**src/rtl/pwq_pkg.sv**
```systemverilog
// rtl/pwq_pkg.sv - shared types, constants and address helper for pixel_write_queue
package pwq_pkg;

    localparam int         H_RES_DEF  = 640;
    localparam int         V_RES_DEF  = 480;
    localparam logic [3:0] BYTE_EN    = 4'b0011;

    // A 640x480 bitmap needs 19 address bits; wider bridge addresses are zero-extended.
    localparam int         PIX_ADDR_W = 19;

    typedef struct packed {
        logic [PIX_ADDR_W-1:0] addr;
        logic [7:0]            intensity;
    } pwq_entry_t;

    typedef enum logic {
        IDLE  = 1'b0,
        ISSUE = 1'b1
    } pwq_state_e;

    // Linear bitmap address y*h_res + x, truncated to PIX_ADDR_W bits.
    // The 640-wide case uses two shifts instead of a multiplier (640 = 512 + 128).
    function automatic logic [PIX_ADDR_W-1:0] pwq_pix_addr(input logic [9:0] x,
                                                            input logic [9:0] y,
                                                            input int         h_res);
        logic [PIX_ADDR_W-1:0] x_w;
        logic [PIX_ADDR_W-1:0] y_w;
        x_w = PIX_ADDR_W'(x);
        y_w = PIX_ADDR_W'(y);
        if (h_res == H_RES_DEF)
            return (y_w << 9) + (y_w << 7) + x_w;
        return (y_w * PIX_ADDR_W'(h_res)) + x_w;
    endfunction

endpackage

```
**src/rtl/pwq_fifo.sv**
```systemverilog
// rtl/pwq_fifo.sv - synchronous FIFO of pwq_entry_t with flush and registered full
//
// Ports:
//   clk_i, rst_i      clock, synchronous active-high reset
//   push_i, wdata_i   write request and entry (ignored when full or flushing)
//   pop_i, rdata_o    read request and head entry (pop ignored when empty or flushing)
//   flush_i           discard all stored entries this cycle, including a same-cycle push
//   full_o, empty_o   status; full_o is a register
//   count_o           number of stored entries
module pwq_fifo
    import pwq_pkg::*;
#(
    parameter int DEPTH = 16
) (
    input  logic                   clk_i,
    input  logic                   rst_i,
    input  logic                   push_i,
    input  pwq_entry_t             wdata_i,
    input  logic                   pop_i,
    output pwq_entry_t             rdata_o,
    input  logic                   flush_i,
    output logic                   full_o,
    output logic                   empty_o,
    output logic [$clog2(DEPTH):0] count_o
);

    localparam int AW = $clog2(DEPTH);
    localparam int CW = AW + 1;

    pwq_entry_t    mem_q [DEPTH];
    logic [AW-1:0] wr_ptr_q;
    logic [AW-1:0] rd_ptr_q;
    logic [CW-1:0] count_q;
    logic [CW-1:0] count_d;
    logic          full_q;
    logic          push_ok;
    logic          pop_ok;

    // full_q is a register, so a pop in the same cycle never opens a slot for a push.
    assign push_ok = push_i & ~full_q & ~flush_i;
    assign pop_ok  = pop_i & ~empty_o & ~flush_i;
    assign empty_o = (count_q == '0);

    always_comb begin
        count_d = count_q;
        if (push_ok && !pop_ok)
            count_d = count_q + CW'(1);
        else if (pop_ok && !push_ok)
            count_d = count_q - CW'(1);
    end

    always_ff @(posedge clk_i) begin
        if (rst_i || flush_i) begin
            wr_ptr_q <= '0;
            rd_ptr_q <= '0;
            count_q  <= '0;
            full_q   <= 1'b0;
        end else begin
            if (push_ok)
                wr_ptr_q <= wr_ptr_q + AW'(1);
            if (pop_ok)
                rd_ptr_q <= rd_ptr_q + AW'(1);
            count_q <= count_d;
            full_q  <= (count_d == CW'(DEPTH));
        end
    end

    // Storage is not reset; validity is tracked by the pointers and count.
    always_ff @(posedge clk_i) begin
        if (push_ok)
            mem_q[wr_ptr_q] <= wdata_i;
    end

    assign rdata_o = mem_q[rd_ptr_q];
    assign full_o  = full_q;
    assign count_o = count_q;

endmodule

```
**src/rtl/pixel_write_queue.sv**
```systemverilog
// rtl/pixel_write_queue.sv - queues fractal pixels and issues acknowledged SDRAM bridge writes
//
// Ports:
//   CLK, RESET                      clock, synchronous active-high reset
//   in_valid/in_ready               pixel handshake; in_x, in_y, in_intensity carry the pixel
//   flush                           drop all queued, not-yet-issued pixels
//   sdram_write, sdram_addr,
//   sdram_write_data,
//   sdram_byte_enable               bridge write request, held until sdram_ack
//   sdram_ack                       one-cycle pulse retiring the current write
//   queue_count                     FIFO occupancy, excluding the write being issued
//   drop_count                      out-of-range pixels discarded (saturating)
//
// Build option: PWQ_RANGE_CHECK_EN drops pixels outside H_RES x V_RES and counts them;
// without it every pixel is written and drop_count is 0.
module pixel_write_queue
    import pwq_pkg::*;
#(
    parameter int DEPTH  = 16,
    parameter int H_RES  = H_RES_DEF,
    parameter int V_RES  = V_RES_DEF,
    parameter int ADDR_W = 23
) (
    input  logic                   CLK,
    input  logic                   RESET,
    input  logic                   in_valid,
    input  logic [9:0]             in_x,
    input  logic [9:0]             in_y,
    input  logic [7:0]             in_intensity,
    output logic                   in_ready,
    input  logic                   flush,
    output logic                   sdram_write,
    output logic [ADDR_W-1:0]      sdram_addr,
    output logic [7:0]             sdram_write_data,
    output logic [3:0]             sdram_byte_enable,
    input  logic                   sdram_ack,
    output logic [$clog2(DEPTH):0] queue_count,
    output logic [15:0]            drop_count
);

    if (DEPTH < 2 || (DEPTH & (DEPTH - 1)) != 0 || ADDR_W < PIX_ADDR_W ||
        H_RES * V_RES > (1 << PIX_ADDR_W)) begin : g_param_check
        $error("pixel_write_queue: unsupported DEPTH, ADDR_W or resolution");
    end

    pwq_entry_t            push_entry;
    pwq_entry_t            head_entry;
    logic                  fifo_full;
    logic                  fifo_empty;
    logic                  accept;
    logic                  in_range;
    logic                  push;
    logic                  pop;

    pwq_state_e            state_q;
    logic                  write_q;
    logic [PIX_ADDR_W-1:0] addr_q;
    logic [7:0]            data_q;

    assign in_ready = ~fifo_full;
    assign accept   = in_valid & in_ready;

    assign push_entry.addr      = pwq_pix_addr(in_x, in_y, H_RES);
    assign push_entry.intensity = in_intensity;

`ifdef PWQ_RANGE_CHECK_EN
    localparam logic [10:0] H_LIM = 11'(H_RES);
    localparam logic [10:0] V_LIM = 11'(V_RES);

    logic [15:0] drop_q;
    logic [15:0] drop_d;

    assign in_range = ({1'b0, in_x} < H_LIM) && ({1'b0, in_y} < V_LIM);

    // Rejected pixels still complete the handshake; only the count records them.
    always_comb begin
        drop_d = drop_q;
        if (accept && !in_range && drop_q != 16'hFFFF)
            drop_d = drop_q + 16'd1;
    end

    always_ff @(posedge CLK) begin
        if (RESET)
            drop_q <= '0;
        else
            drop_q <= drop_d;
    end

    assign drop_count = drop_q;
`else
    assign in_range   = 1'b1;
    assign drop_count = '0;
`endif

    assign push = accept & in_range;

    // Head is consumed when idle, or when the current write retires. A flush
    // empties the queue, so nothing is popped in that cycle.
    assign pop = ~fifo_empty & ~flush &
                 ((state_q == IDLE) | ((state_q == ISSUE) & sdram_ack));

    pwq_fifo #(
        .DEPTH (DEPTH)
    ) u_fifo (
        .clk_i   (CLK),
        .rst_i   (RESET),
        .push_i  (push),
        .wdata_i (push_entry),
        .pop_i   (pop),
        .rdata_o (head_entry),
        .flush_i (flush),
        .full_o  (fifo_full),
        .empty_o (fifo_empty),
        .count_o (queue_count)
    );

    // Write FSM: output registers load on every pop, so back-to-back acks keep
    // sdram_write high with no idle gap between writes.
    always_ff @(posedge CLK) begin
        if (RESET) begin
            state_q <= IDLE;
            write_q <= 1'b0;
            addr_q  <= '0;
            data_q  <= '0;
        end else begin
            case (state_q)
                IDLE: begin
                    if (pop) begin
                        addr_q  <= head_entry.addr;
                        data_q  <= head_entry.intensity;
                        write_q <= 1'b1;
                        state_q <= ISSUE;
                    end
                end
                ISSUE: begin
                    if (sdram_ack) begin
                        if (pop) begin
                            addr_q <= head_entry.addr;
                            data_q <= head_entry.intensity;
                        end else begin
                            write_q <= 1'b0;
                            state_q <= IDLE;
                        end
                    end
                end
                default: begin
                    write_q <= 1'b0;
                    state_q <= IDLE;
                end
            endcase
        end
    end

    assign sdram_write       = write_q;
    assign sdram_addr        = ADDR_W'(addr_q);
    assign sdram_write_data  = data_q;
    assign sdram_byte_enable = BYTE_EN;

endmodule

```
**config.mk**
```make
export PLATFORM = sky130hd
export DESIGN_NAME = pixel_write_queue
export DESIGN_NICKNAME = d
export VERILOG_FILES = /design/src/rtl/pwq_pkg.sv /design/src/rtl/pwq_fifo.sv /design/src/rtl/pixel_write_queue.sv
export SDC_FILE = /design/constraint.sdc
export NUM_CORES = 1
export LEC_CHECK = 0
export ABC_AREA = 1
export CORE_MARGIN = 2
export CORE_UTILIZATION = 41
export CTS_CLUSTER_DIAMETER = 60
export CTS_CLUSTER_SIZE = 12
export DETAILED_ROUTE_END_ITERATION = 10
export PLACE_DENSITY = 0.56
export SYNTH_ARGS = -nofsm -noshare
export SYNTH_HDL_FRONTEND = slang
export SYNTH_HIERARCHICAL = 1
export SYNTH_SLANG_ARGS = --single-unit
export TNS_END_PERCENT = 1
```
**constraint.sdc**
```tcl
create_clock -name CLK -period 8.7 [get_ports CLK]
set_input_delay 1.74 -clock CLK [delete_from_list [all_inputs] [get_ports CLK]]
set_output_delay 1.74 -clock CLK [all_outputs]
set_load 0.05 [all_outputs]
```
==> metrics.yaml <==
setup_path:
  reg2reg_to: "addr_q[9]$_SDFFE_PP0P_"
  critPathCaptureType: "flop"
  worst_path_dominant_cell_family: "XOR/XNOR gates"
  r2r_slack_ns: 5.23
  cp.arrival_ns: 4.44
  ff2ff_path_depth: 8
  cpMaxStageDelayCell: "xor2_1"
  crit_end: "u_fifo/mem_q[7][21]$_DFFE_PP_"
  required_ns: 8.93
  path_buf_inv: 3
  path_cells: "clkdlybuf4s50_1 -> inv_1 -> fa_1 -> inv_1 -> ha_1 -> nand3_1 -> nand3_1 -> nand2_1 -> nand2_1 -> xor2_1"
  cp_slowest_stage_delay_ns: 0.86
  cp_num_cells: 10
  start_kind: "input port"
  worstSetupStartpoint: "in_y[0]"
  path_class: "in2reg"
  crit_fanout: 16
sta:
  max-slew-margin-rel_pct: 19.9
  hold_slack_ns: 0.465
  skew_ns: 0.0163
  fin_crit_ns: 4.21
  rsz0062_at_grt: "false"
  tightestPinTransition_ns: 1.20
  final_hold_viol_count: 0
  tns_ns: 0
  fin_crit_sh_pct: 48.4
  setup_viol_count_final: 0
  finalMaxSlewViolations: 0
  fmax_ghz: 0.237
power:
  power_density_mw_per_mm2: 213
  p_int_mw: 3.76
  switching_share_pct: 21.6
  seqPwrFrac_pct: 53.9
  pwr-share-comb_pct: 4.9
  p_sw_mw: 1.03
  worst_ir_drop_vdd_uv: 129
  leakagePower_nw: 7.27
  power_frac_clock_pct: 41.2
  total_power_mw: 4.79
grt:
  gr-max-usage-layer: "met2"
  grtUsageMet3_pct: 2.61
  overflow: 0
  grt_usage_pct: 18.4
  grt_max_degree: 123
  grt_pass1_wl_mm: 70.5
  grt_pass1_vias: 11900
  use_met1_pct: 25.4
  grtUsageMet2_pct: 30.2
  antenna_found_initial: 0
clock_network:
  clock_path_buffers: 3
  cts_root_buffer: "clkbuf_16"
  cts_resized: 0
  cts_tree: "built"
  worst_skew_pair.late_latency_ns: 0.59
  cts_made_buffers: 48
  post-cts-setup-buffers: 0
  clk_pin_slew_ns: 0.06
  cts.hold.buffers_added: 0
  cts_htree_levels: 2
  clock_sinks: 479
detailed_routing:
  wl_per_cell_um: 19.5
  viasPerCell: 5.29
  wl_mm: 46.2
  vias: 12500
  drtIter0Drc: 918
  dr.pass1.iters: 5
  antenna_left: 0
  drc: 0
yosys:
  ys_seq_area_share_pct: 69.6
  async_flop_share_pct: 0
  netlist_area_mm2: 0.0200
  ys_top_cells_by_area: "edfxtp_1 65%, nor2_1 6.8%, o21ai_0 5.3%"
  ys.flop_type: "edfxtp_1"
  yosysUniqueCellTypes: 33
  synth.most_common_cell: "edfxtp_1"
  synth_common_cells: "432 x edfxtp_1, 364 x nor2_1, 213 x o21ai_0, 136 x nand2_1, 108 x o211ai_1"
  synth_top_area_cell: "edfxtp_1"
  synth_edf_count: 432
  ys_ff_latch: 479
  avgSynthCellArea_um2: 11.9
  synth_top_cell_area_share_pct: 64.9
  synthCells: 1679
  yosys_warnings: 6
place:
  port_buffers: 66
  placed_area_mm2: 0.0210
  dp_hpwl_mm: 23.5
  routabilityCongestion: 0.771
status:
  outcome: "complete, no violations"
finish:
  layout-drive-gt1-share_pct: 8.23
  post-route-cell-area_mm2: 0.0225
  fin_nets: 1771
  syn_to_final_growth_pct: 12.5
  insertedDiodeCount: 0
floorplan:
  die_w_um: 225
  start_util_pct: 41.7
  core_area_mm2: 0.0479
  die-area_mm2: 0.0505
  num_io_pins: 91
  rows: 80
  die_h_um: 225
min_path:
  hp-class: "reg2reg"
run:
  cap_violations: 0
-- state kept, by name, summed over array words and instances, names as in the netlist, named ones only --
| register | count |
|---|---|
| u_fifo/wr_ptr_q | 4 |
| u_fifo/rd_ptr_q | 4 |
| state_q | 1 |
| addr_q | 19 |
| u_fifo/count_o | 5 |
| u_fifo/mem_q | 432 |
| sdram_write_data | 8 |
| sdram_write | 1 |
| u_fifo/full_o | 1 |
-- through the flow --
step / setup slack [ns] / utilization (%) / instances
CTS: 4.51 / 46.9 / 2365
finish: 4.49 / 46.9 / 2365
detailed placement: 3.89 / 43.8 / 2275
floorplan: 4.74 / - / 1701
global placement: 4.00 / 43.8 / 2275
global route: 4.33 / 46.9 / 2365
-- worst min path at each step --
stage                     slack (ns)                            start                      end  depth (start not counted)
after floorplan                 0.44  u_fifo/rd_ptr_q[3]$_SDFFE_PP0N_                     flop                          2
after global placement          0.44  u_fifo/rd_ptr_q[3]$_SDFFE_PP0N_                     flop                          2
after detailed placement        0.46           addr_q[0]$_SDFFE_PP0P_   addr_q[0]$_SDFFE_PP0P_                          2
after CTS                       0.47          addr_q[15]$_SDFFE_PP0P_  addr_q[15]$_SDFFE_PP0P_                          2
after global routing            0.48           addr_q[0]$_SDFFE_PP0P_   addr_q[0]$_SDFFE_PP0P_                          2
final                           0.47           addr_q[0]$_SDFFE_PP0P_   addr_q[0]$_SDFFE_PP0P_                          2
-- tightest hold or removal path, cell delays in order (launching register included) --
cell and delay, ns:
dfxtp_1 0.31, nand2_1 0.07, a21oi_2 0.04
-- power by group through the flow --
stage	clock network (mW)	registers (mW)	logic, mW
final	1.97	2.58	0.237
after global routing	2.11	2.58	0.266
after CTS	2.02	2.58	0.241
after detailed placement	0	2.63	0.240
after global placement	0	2.63	0.236
after floorplan	0	2.64	0.142
-- cell usage in the layout (no fill, tap or decap), drive strengths merged, types with 2 or more instances in the layout --
| cell | count |
|---|---|
| fa | 2 |
| nand4 | 6 |
| dfxtp | 47 |
| ha | 26 |
| nor3 | 3 |
| xor2 | 4 |
| nand2 | 157 |
| clkdlybuf4s50 | 65 |
| conb | 24 |
| inv | 59 |
| nand3 | 52 |
| clkbuf | 83 |
| xnor2 | 2 |
| a21oi | 42 |
| o211ai | 108 |
| nor2 | 371 |
| bufinv | 2 |
| edfxtp | 432 |
| buf | 15 |
| o21ai | 248 |
-- cell type report --
class	instances	area (µm²)
fillers	4276	25500
flip-flops and latches	479	13900
multi-input cells	1046	5360
clock buffers	83	1360
well taps	615	769
repair buffers	80	761
inverters	55	211
clock inverters	7	104
-- per-layer routing --
layer	routed length, µm	share of wire [%]
met2	21600	47
met4	1020	2.2
met1	21300	46
met3	2210	4.8
met5	0	0
-- cells by family (layout without fill, tap and decap cells) --
kind of cell | after synthesis | after routing | share of synthesized area, %
flops | 479 | 479 | 69.6
compound gates | 398 | 398 | 11.7
xor+xnor | 6 | 6 | 0.263
simple gates | 590 | 590 | 12.0
other cells | 2 | 24 | 0.0376
fa+ha+maj | 28 | 28 | 1.83
buf+inv | 176 | 225 | 4.59
(Power assumes the default switching activity.)
